<file path="src/rtl/uart_pkg.sv">
// Shared constants for the UART transmit path: scheduler FSM states,
// data-bit-number encodings and the byte width.
package uart_pkg;

  localparam int BYTE_W = 8;

  typedef enum logic [1:0] {
    IDLE   = 2'd0,
    LAUNCH = 2'd1,
    SEND   = 2'd2
  } state_t;

  // cfg_data_bit_num encodings: number of data bits per frame.
  localparam logic [1:0] DBITS_5 = 2'b00;
  localparam logic [1:0] DBITS_6 = 2'b01;
  localparam logic [1:0] DBITS_7 = 2'b10;
  localparam logic [1:0] DBITS_8 = 2'b11;

endpackage

</file>
<file path="src/rtl/rr_arbiter.sv">
// Combinational round-robin arbiter: rotate requests by ptr, pick the lowest
// set bit, rotate the index back. Reports one-hot grant, binary index, any.
module rr_arbiter #(
  parameter int N  = 4,
  parameter int PW = (N > 1) ? $clog2(N) : 1
) (
  input  logic [N-1:0]  req,
  input  logic [PW-1:0] ptr,
  output logic [N-1:0]  gnt,
  output logic [PW-1:0] gnt_idx,
  output logic          any
);

  localparam int SW = PW + 1;

  logic [N-1:0]  rot;
  logic [PW-1:0] first;
  logic [SW-1:0] sum;

  always_comb begin
    rot   = N'({req, req} >> ptr);
    first = '0;
    any   = 1'b0;
    // Descending scan so the lowest rotated index is the one left standing.
    for (int i = N - 1; i >= 0; i--) begin
      if (rot[i]) begin
        first = PW'(i);
        any   = 1'b1;
      end
    end
    sum = {1'b0, first} + {1'b0, ptr};
    if (sum >= SW'(N)) sum = sum - SW'(N);
    gnt_idx = sum[PW-1:0];
    gnt     = any ? (N'(1) << gnt_idx) : '0;
  end

endmodule

</file>
<file path="src/rtl/uart_tx_sched.sv">
// Round-robin scheduler sharing one uart_tx between N_REQ byte requesters.
// Optional grant locking is compiled in with `define UART_TX_SCHED_LOCK_EN.
module uart_tx_sched
  import uart_pkg::*;
#(
  parameter int N_REQ   = 4,
  parameter int TIMEOUT = 65535
) (
  input  logic                    clk,
  input  logic                    rst_n,
  input  logic [N_REQ-1:0]        req_valid,
  input  logic [N_REQ*BYTE_W-1:0] req_data,
  output logic [N_REQ-1:0]        req_ready,
  input  logic [N_REQ-1:0]        req_lock,
  input  logic [1:0]              cfg_data_bit_num,
  input  logic                    cfg_stop_bit_num,
  input  logic                    cfg_parity_en,
  input  logic                    cfg_parity_type,
  input  logic                    tx_done,
  output logic                    start_tx,
  output logic [BYTE_W-1:0]       tx_data,
  output logic [1:0]              data_bit_num,
  output logic                    stop_bit_num,
  output logic                    parity_en,
  output logic                    parity_type,
  output logic [2:0]              grant_id,
  output logic                    busy,
  output logic                    err_timeout,
  output logic [1:0]              state_dbg
);

  localparam int PW = (N_REQ > 1) ? $clog2(N_REQ) : 1;
  localparam int SW = PW + 1;
  localparam int TW = (TIMEOUT > 0) ? $clog2(TIMEOUT + 1) : 1;

  state_t             state;
  logic [PW-1:0]      rr_ptr;
  logic [PW-1:0]      gidx;
  logic [TW-1:0]      tcnt;

  logic [N_REQ-1:0]   arb_gnt;
  logic [PW-1:0]      arb_idx;
  logic               arb_any;

  logic [N_REQ-1:0]   sel_gnt;
  logic [PW-1:0]      sel_idx;
  logic               sel_any;
  logic               adv_ptr;
  logic               grant;
  logic [SW-1:0]      nsum;
  logic [PW-1:0]      next_ptr;
  logic [BYTE_W-1:0]  sel_byte;
  logic               tmo_hit;

`ifdef UART_TX_SCHED_LOCK_EN
  logic               lock_arm;
`else
  logic               unused_lock;
  assign unused_lock = ^req_lock;
`endif

  rr_arbiter #(.N(N_REQ), .PW(PW)) u_arb (
    .req     (req_valid),
    .ptr     (rr_ptr),
    .gnt     (arb_gnt),
    .gnt_idx (arb_idx),
    .any     (arb_any)
  );

  // Handshake: a byte moves when req_valid[i] & req_ready[i] at a rising edge.
  // req_ready is combinational on req_valid, one-hot, and only raised in IDLE
  // with tx_done high; a requester that drops valid early is simply skipped.
  always_comb begin
    sel_gnt = arb_gnt;
    sel_idx = arb_idx;
    sel_any = arb_any;
    adv_ptr = 1'b1;
`ifdef UART_TX_SCHED_LOCK_EN
    if (lock_arm && req_lock[gidx] && req_valid[gidx]) begin
      sel_gnt = N_REQ'(1) << gidx;
      sel_idx = gidx;
      sel_any = 1'b1;
      adv_ptr = 1'b0;
    end
`endif
    grant     = (state == IDLE) && tx_done && sel_any;
    req_ready = grant ? sel_gnt : '0;

    nsum = {1'b0, sel_idx} + SW'(1);
    if (nsum >= SW'(N_REQ)) nsum = '0;
    next_ptr = nsum[PW-1:0];

    sel_byte = '0;
    for (int i = 0; i < N_REQ; i++) begin
      if (sel_idx == PW'(i)) sel_byte = req_data[i*BYTE_W +: BYTE_W];
    end

    tmo_hit = (TIMEOUT != 0) && (tcnt == TW'(TIMEOUT - 1));
  end

  always_ff @(posedge clk or negedge rst_n) begin
    if (!rst_n) begin
      state        <= IDLE;
      rr_ptr       <= '0;
      gidx         <= '0;
      tcnt         <= '0;
      start_tx     <= 1'b0;
      tx_data      <= '0;
      data_bit_num <= '0;
      stop_bit_num <= 1'b0;
      parity_en    <= 1'b0;
      parity_type  <= 1'b0;
      err_timeout  <= 1'b0;
`ifdef UART_TX_SCHED_LOCK_EN
      lock_arm     <= 1'b0;
`endif
    end else begin
      err_timeout <= 1'b0;
      case (state)
        IDLE: begin
          if (grant) begin
            tx_data      <= sel_byte;
            data_bit_num <= cfg_data_bit_num;
            stop_bit_num <= cfg_stop_bit_num;
            parity_en    <= cfg_parity_en;
            parity_type  <= cfg_parity_type;
            gidx         <= sel_idx;
            if (adv_ptr) rr_ptr <= next_ptr;
            start_tx     <= 1'b1;
            tcnt         <= '0;
            state        <= LAUNCH;
          end
        end
        LAUNCH: begin
          // The transmitter leaving idle beats an expiry in the same cycle.
          if (!tx_done) begin
            start_tx <= 1'b0;
            state    <= SEND;
          end else if (tmo_hit) begin
            start_tx    <= 1'b0;
            err_timeout <= 1'b1;
            state       <= IDLE;
`ifdef UART_TX_SCHED_LOCK_EN
            lock_arm    <= 1'b0;
`endif
          end else begin
            tcnt <= tcnt + TW'(1);
          end
        end
        SEND: begin
          if (tx_done) begin
            state <= IDLE;
`ifdef UART_TX_SCHED_LOCK_EN
            lock_arm <= 1'b1;
`endif
          end
        end
        default: state <= IDLE;
      endcase
    end
  end

  assign grant_id  = 3'(gidx);
  assign busy      = (state != IDLE);
  assign state_dbg = state;

endmodule

</file>
<file path="config.mk">
export PLATFORM = sky130hd
export DESIGN_NAME = uart_tx_sched
export DESIGN_NICKNAME = d
export VERILOG_FILES = /design/src/rtl/uart_pkg.sv /design/src/rtl/rr_arbiter.sv /design/src/rtl/uart_tx_sched.sv
export SDC_FILE = /design/constraint.sdc
export NUM_CORES = 1
export LEC_CHECK = 0
export CORE_MARGIN = 2
export CORE_UTILIZATION = 40
export CTS_CLUSTER_SIZE = 10
export DETAILED_ROUTE_END_ITERATION = 12
export GPL_TIMING_DRIVEN = 0
export MAX_ROUTING_LAYER = met4
export PLACE_DENSITY = 0.8
export SETUP_SLACK_MARGIN = 0.4
export SLEW_MARGIN = 25
export SYNTH_ARGS = -nofsm -noshare
export SYNTH_HDL_FRONTEND = slang
export SYNTH_SLANG_ARGS = --single-unit
</file>
<file path="constraint.sdc">
create_clock -name clk -period 5.8 [get_ports clk]
set_input_delay 1.74 -clock clk [delete_from_list [all_inputs] [get_ports clk]]
set_output_delay 1.74 -clock clk [all_outputs]
set_load 0.05 [all_outputs]
</file>
# After elaboration in Yosys (flattened, before gate mapping)

Cells that the tools add are included.

Register bits after elaboration: 37
Input bits: 48
Output and inout bits: 25
Word-level logic and storage cells: 72

Add/sub/neg operators: 4
Magnitude comparators: 2
Eq/ne operators: 11
Shifts and indexed selects: 2
Muxes and demuxes: 32
Reductions and logical operators: 10

Operators by type and width:

| kind                                                               | number |
|---|---|
| 16-bit two-way mux                                                 | 3 |
| 8-bit two-way mux                                                  | 4 |
| 16-bit case mux with 2 select lines                                | 1 |
| 2-bit two-way mux                                                  | 10 |
| 16-bit by 1-bit adder with 16-bit output (second input constant)   | 1 |
| 16-bit == test (second input constant)                             | 1 |
| 1-bit two-way mux                                                  | 10 |
| 4-bit two-way mux                                                  | 2 |
| 2-bit != test (second input constant)                              | 4 |
| 8-bit by 2-bit >> shifter with 4-bit output                        | 1 |
| 2-bit == test (second input constant)                              | 3 |
| 3-bit greater-or-equal comparator (second input constant)          | 2 |
| 2-bit case mux with 3 select lines                                 | 1 |
| 3-bit AND reduction                                                | 2 |
| 2-bit by 1-bit == test with 1-bit output (second input constant)   | 2 |
| 2-bit logical NOT                                                  | 2 |
| 4-bit AND reduction                                                | 1 |
| 2-bit nonzero test                                                 | 2 |
| 1-bit by 2-bit << shifter with 4-bit output (first input constant) | 1 |
| 2-bit by 1-bit adder with 3-bit output (second input constant)     | 1 |
| 2-bit by 2-bit adder with 3-bit output                             | 1 |
| 3-bit != test (second input constant)                              | 1 |
| 1-bit logical AND                                                  | 2 |
| 1-bit case mux with 2 select lines                                 | 1 |
| 2 further kinds                                                    | 2 |

# Longest topological paths before layout

Word-level depth: 13
Mapped depth: 15
Depth with buffers taken out: 13

# By module

Synthesis repeated with hierarchy kept, for this count alone.

Cell total of the unflattened synthesis: 266
Area total of the unflattened synthesis: 2407.3 µm²

Modules (own cells, without submodules):

| module        | instances | cells each | area each (µm²) | sequential area each (µm²) |
|---|---|---|---|---|
| uart_tx_sched | 1         | 228        | 2145.8          | 925.9 |
| rr_arbiter    | 1         | 38         | 261.5           | 0.0 |

# Least setup slack after synthesis

No wires, ideal clock.

Path type: input -> output
Start point: input req_valid[0]
End point: output req_ready[2]
Arrival: 4.163 ns
Required time: 4.060 ns
Path slack: -0.103 ns
Cell stages on the path: 12
Path buffers: 1
Cell sequence: nor2_1 a221o_1 nand2_1 o221ai_1 ha_1 xor2_1 a21o_1 nand2_1 ha_1 clkbuf_1 clkinv_1 nor2_1

Longest elaborated chain between the ends: 11
Elaborated cells on any way between the ends: 17
Those cells by class: add/sub (2); order compare (1); shift (2); mux (11); reduce/logical (1)

RTL lines:

| item                                                                                                    | RTL line            | text |
|---|---|---|
| from (decl)                                                                                             | uart_tx_sched.sv:11 | `input logic [N_REQ-1:0] req_valid,` |
| 8-bit by 2-bit >> shifter with 4-bit output *                                                           | rr_arbiter.sv:21    | `rot = N'({req, req} >> ptr);` |
| 2-bit two-way mux (3 in series)                                                                         | rr_arbiter.sv:26    | `if (rot[i]) begin` |
| 2-bit two-way mux *                                                                                     | rr_arbiter.sv:26    |  |
| 2-bit by 2-bit adder with 3-bit output *                                                                | rr_arbiter.sv:31    | `sum = {1'b0, first} + {1'b0, ptr};` |
| 3-bit greater-or-equal comparator / 2-bit by 1-bit subtractor with 2-bit output (equally long branches) | rr_arbiter.sv:32    | `if (sum >= SW'(N)) sum = sum - SW'(N);` |
| 2-bit two-way mux *                                                                                     | rr_arbiter.sv:32    |  |
| net arb_idx[1]                                                                                          | uart_tx_sched.sv:42 | `logic [PW-1:0] arb_idx;` |
| 1-bit by 2-bit << shifter with 4-bit output *                                                           | rr_arbiter.sv:34    | `gnt = any ? (N'(1) << gnt_idx) : '0;` |
| 4-bit two-way mux *                                                                                     | rr_arbiter.sv:34    |  |
| 4-bit two-way mux *                                                                                     | uart_tx_sched.sv:87 | `req_ready = grant ? sel_gnt : '0;` |
| to (decl)                                                                                               | uart_tx_sched.sv:13 | `output logic [N_REQ-1:0] req_ready,` |

The timed path passes the listed nets; every way through them passes the cells marked *.

# Worst setup path in the final report

Ends and elaborated chain as after synthesis.

==> flow_summary.yaml <==
timing:
  finalHoldViolations: 0
  rsz0062_at_grt: "yes"
  tightestPinTransition_ps: 526
  fin_worst_skew_ps: 6.92
  finalMaxSlewViolations: 0
  slew_headroom_pct: 64.8
  setup_tns_ps: 0
  period_share_pct: 93.3
  min_period_ps: 5410
  fmax_mhz: 185
  setup_viol: 0
yosys:
  yosysWarnings: 0
  yosysTopAreaCell: "dfrtp_1"
  synth_nets: 304
  synth_edf_count: 0
  avgSynthCellArea_um2: 8.90
  synth_top_area_share_pct: 41.8
  syn-cell-area_um2: 2220
  ys.flop_type: "dfrtp_1"
  synth_seq_area_share_pct: 41.8
  synth_cells: 249
  synth-seq-cells: 37
  synth.area.top_cells: "dfrtp_1 (42%), nand2_1 (6.9%), a21oi_1 (4.3%)"
  ys_types: 51
  async_flop_share_pct: 100
placed_design:
  place_hpwl_um: 4180
  portBuffers: 67
  placed_cell_area_um2: 3020
  gp_congestion: 0.820
  place_inst: 389
clocking:
  cts_root_buf: "clkbuf_8"
  htreeDepth: 2
  cts_sinks: 37
  clk_latency_ps: 290
  clk_path_buf_depth: 2
  path_clk_slew_ps: 70
  cts_tree: "yes"
  ctsHoldBuffers: 0
  cts_made_buffers: 5
worst_hold_path:
  worstHoldStart: "data_bit_num[1]$_DFFE_PN0P_"
  hold_path.class: "register to register"
  min_path_cells: 2
  holdPathEnd: "data_bit_num[1]$_DFFE_PN0P_"
global_route:
  grt_antenna_before_repair: 0
  grtUsageTotal_pct: 20.6
  grt_overflow: 0
  grt_pass1_vias: 2145
  grt_max_degree: 24
  grt_first_pass_wirelength_um: 9830
floorplanning:
  die_w_um: 78.5
  num_rows: 27
  die_area_um2: 6150
  die_h_um: 78.5
  start_util_pct: 40.8
  fp.coreArea_um2: 5440
  top_level_ports: 73
run_status:
  status: "completed"
pwr:
  leakage_nw: 1.44
  p_total_mw: 1.94
  power_density_nw_per_um2: 583
  peakVddDrop_uv: 448
route:
  drt-vias-per-instance: 5.44
  ant_nets: 0
  post-route-drc-count: 0
  vias: 2207
  drt_wl_total_um: 5950
  drt_iter0_drc: 181
  drt-pass1-iter-count: 4
  routedWlPerCell_um: 14.6
critical_path:
  worst_r2r_path_depth: 17
  critPathLaunchType: "primary input"
  cp_max_fo: 9
  worstPathRequired_ps: 4060
  reg2reg_from: "rr_ptr[0]$_DFFE_PN0P_"
  worst-r2r-setup-slack_ps: 2460
  r2r_end: "tx_data[6]$_DFFE_PN0P_"
  critPathArrivalTime_ps: 3670
  end_kind: "output port"
  path_class: "primary input to output port"
final_layout:
  layout-drive-gt1-share_pct: 17.4
  final_cell_mix: "clkdlybuf4s50_1 (58), nand2_1 (40), dfrtp_1 (37), a21oi_1 (19), nor2_1 (13)"
  final_cells: 406
  syn_to_final_growth_pct: 50.3
  multi_input_area_um2: 1270
  fin_area_um2: 3330
  antenna_cells: 0
  fin_nets: 388
  final_common_cell: "clkdlybuf4s50_1"
  regArea_um2: 926
  fillCellCount: 451
flow_run:
  cap_violations: 0
==> kinds of logic after synthesis <==
kind of cell	synth area share, %
AND/OR/NAND/NOR	24.8
other	0.169
flip-flops	41.8
adder cells (fa/ha/maj)	3.95
AO/OA/AOI/OAI	19.4
buffers and inverters	4.63
multiplexers	4.57
XOR/XNOR	0.790
==> through the flow <==
stage / utilization, % / setup WS (ps) / hold slack, ps
floorplan: - / 348 / 445
detailed placement: 55.6 / -1170 / 466
global route: 61.3 / 282 / 500
finish: 61.3 / 387 / 480
CTS: 60.2 / 400 / 484
global placement: 55.2 / -1160 / 461
==> Yosys cell counts (all sizes together) (7+ instances only) <==
master	instances
nand2	41
dfrtp	37
a21oi	19
nor2	16
o211ai	10
mux2i	9
nand3	9
a221o	8
clkbuf	8
o21ai	8
and3	7
buf	7
ha	7
==> registers in the layout, indices dropped and copies added (netlist names) <==
name / cells
tcnt: 16
stop_bit_num: 1
err_timeout: 1
parity_type: 1
start_tx: 1
gidx: 2
tx_data: 8
state_dbg: 2
rr_ptr: 2
parity_en: 1
data_bit_num: 2
==> what timing repair did <==
action                     4_1_cts  5_1_grt
pin swaps                        6        7
gates resized for setup         72        8
setup endpoints to repair        4        4
buffers inserted                 5        4
==> worst max-delay path: stages <==
cell and delay (ps):
buf_8 90, nor2_2 30, a221o_1 350, nand2_1 80
o221ai_2 90, ha_2 200, xor2_2 150, a21o_1 200
nand2_2 110, ha_1 170, clkbuf_8 150, clkinv_8 70
nor2_4 90, buf_8 150
==> how the worst max path moves through the flow <==
stage / from / end / slack [ps] / cells after the start
5_1_grt: req_valid[0] / req_ready[3] / 280 / 14
3_3_place_gp: req_valid[0] / req_ready[2] / -1160 / 14
6_report: req_valid[0] / req_ready[2] / 390 / 14
3_5_place_dp: req_valid[0] / req_ready[2] / -1170 / 14
2_1_floorplan: req_valid[0] / req_ready[2] / 350 / 12
4_1_cts: req_valid[1] / req_ready[1] / 400 / 12
==> area by class of cell <==
type	instances	area share, %
Multi-Input combinational cell	190	38.1
Sequential cell	37	27.8
Timing Repair Buffer	77	23.4
Buffer	15	3.27
Tap cell	72	2.70
Clock buffer	7	2.59
Inverter	7	1.28
Clock inverter	1	0.901
==> per-layer routing <==
metal	share of wire (%)	vias to the layer above	track usage, %
met5	0	-	-
met4	1.1	0	8.42
met3	5.5	5	4.60
met2	53	72	35.2
met1	41	1059	23.4
li1	-	1071	-
==> power by group <==
| part | leakage, nW | internal [mW] | switching, mW |
|---|---|---|---|
| Combinational | 0.905 | 0.569 | 0.748 |
| Sequential | 0.474 | 0.336 | 0.0607 |
| Clock | 0.0585 | 0.140 | 0.0891 |
| Total | 1.44 | 1.04 | 0.898 |
(Power assumes the default switching activity.)
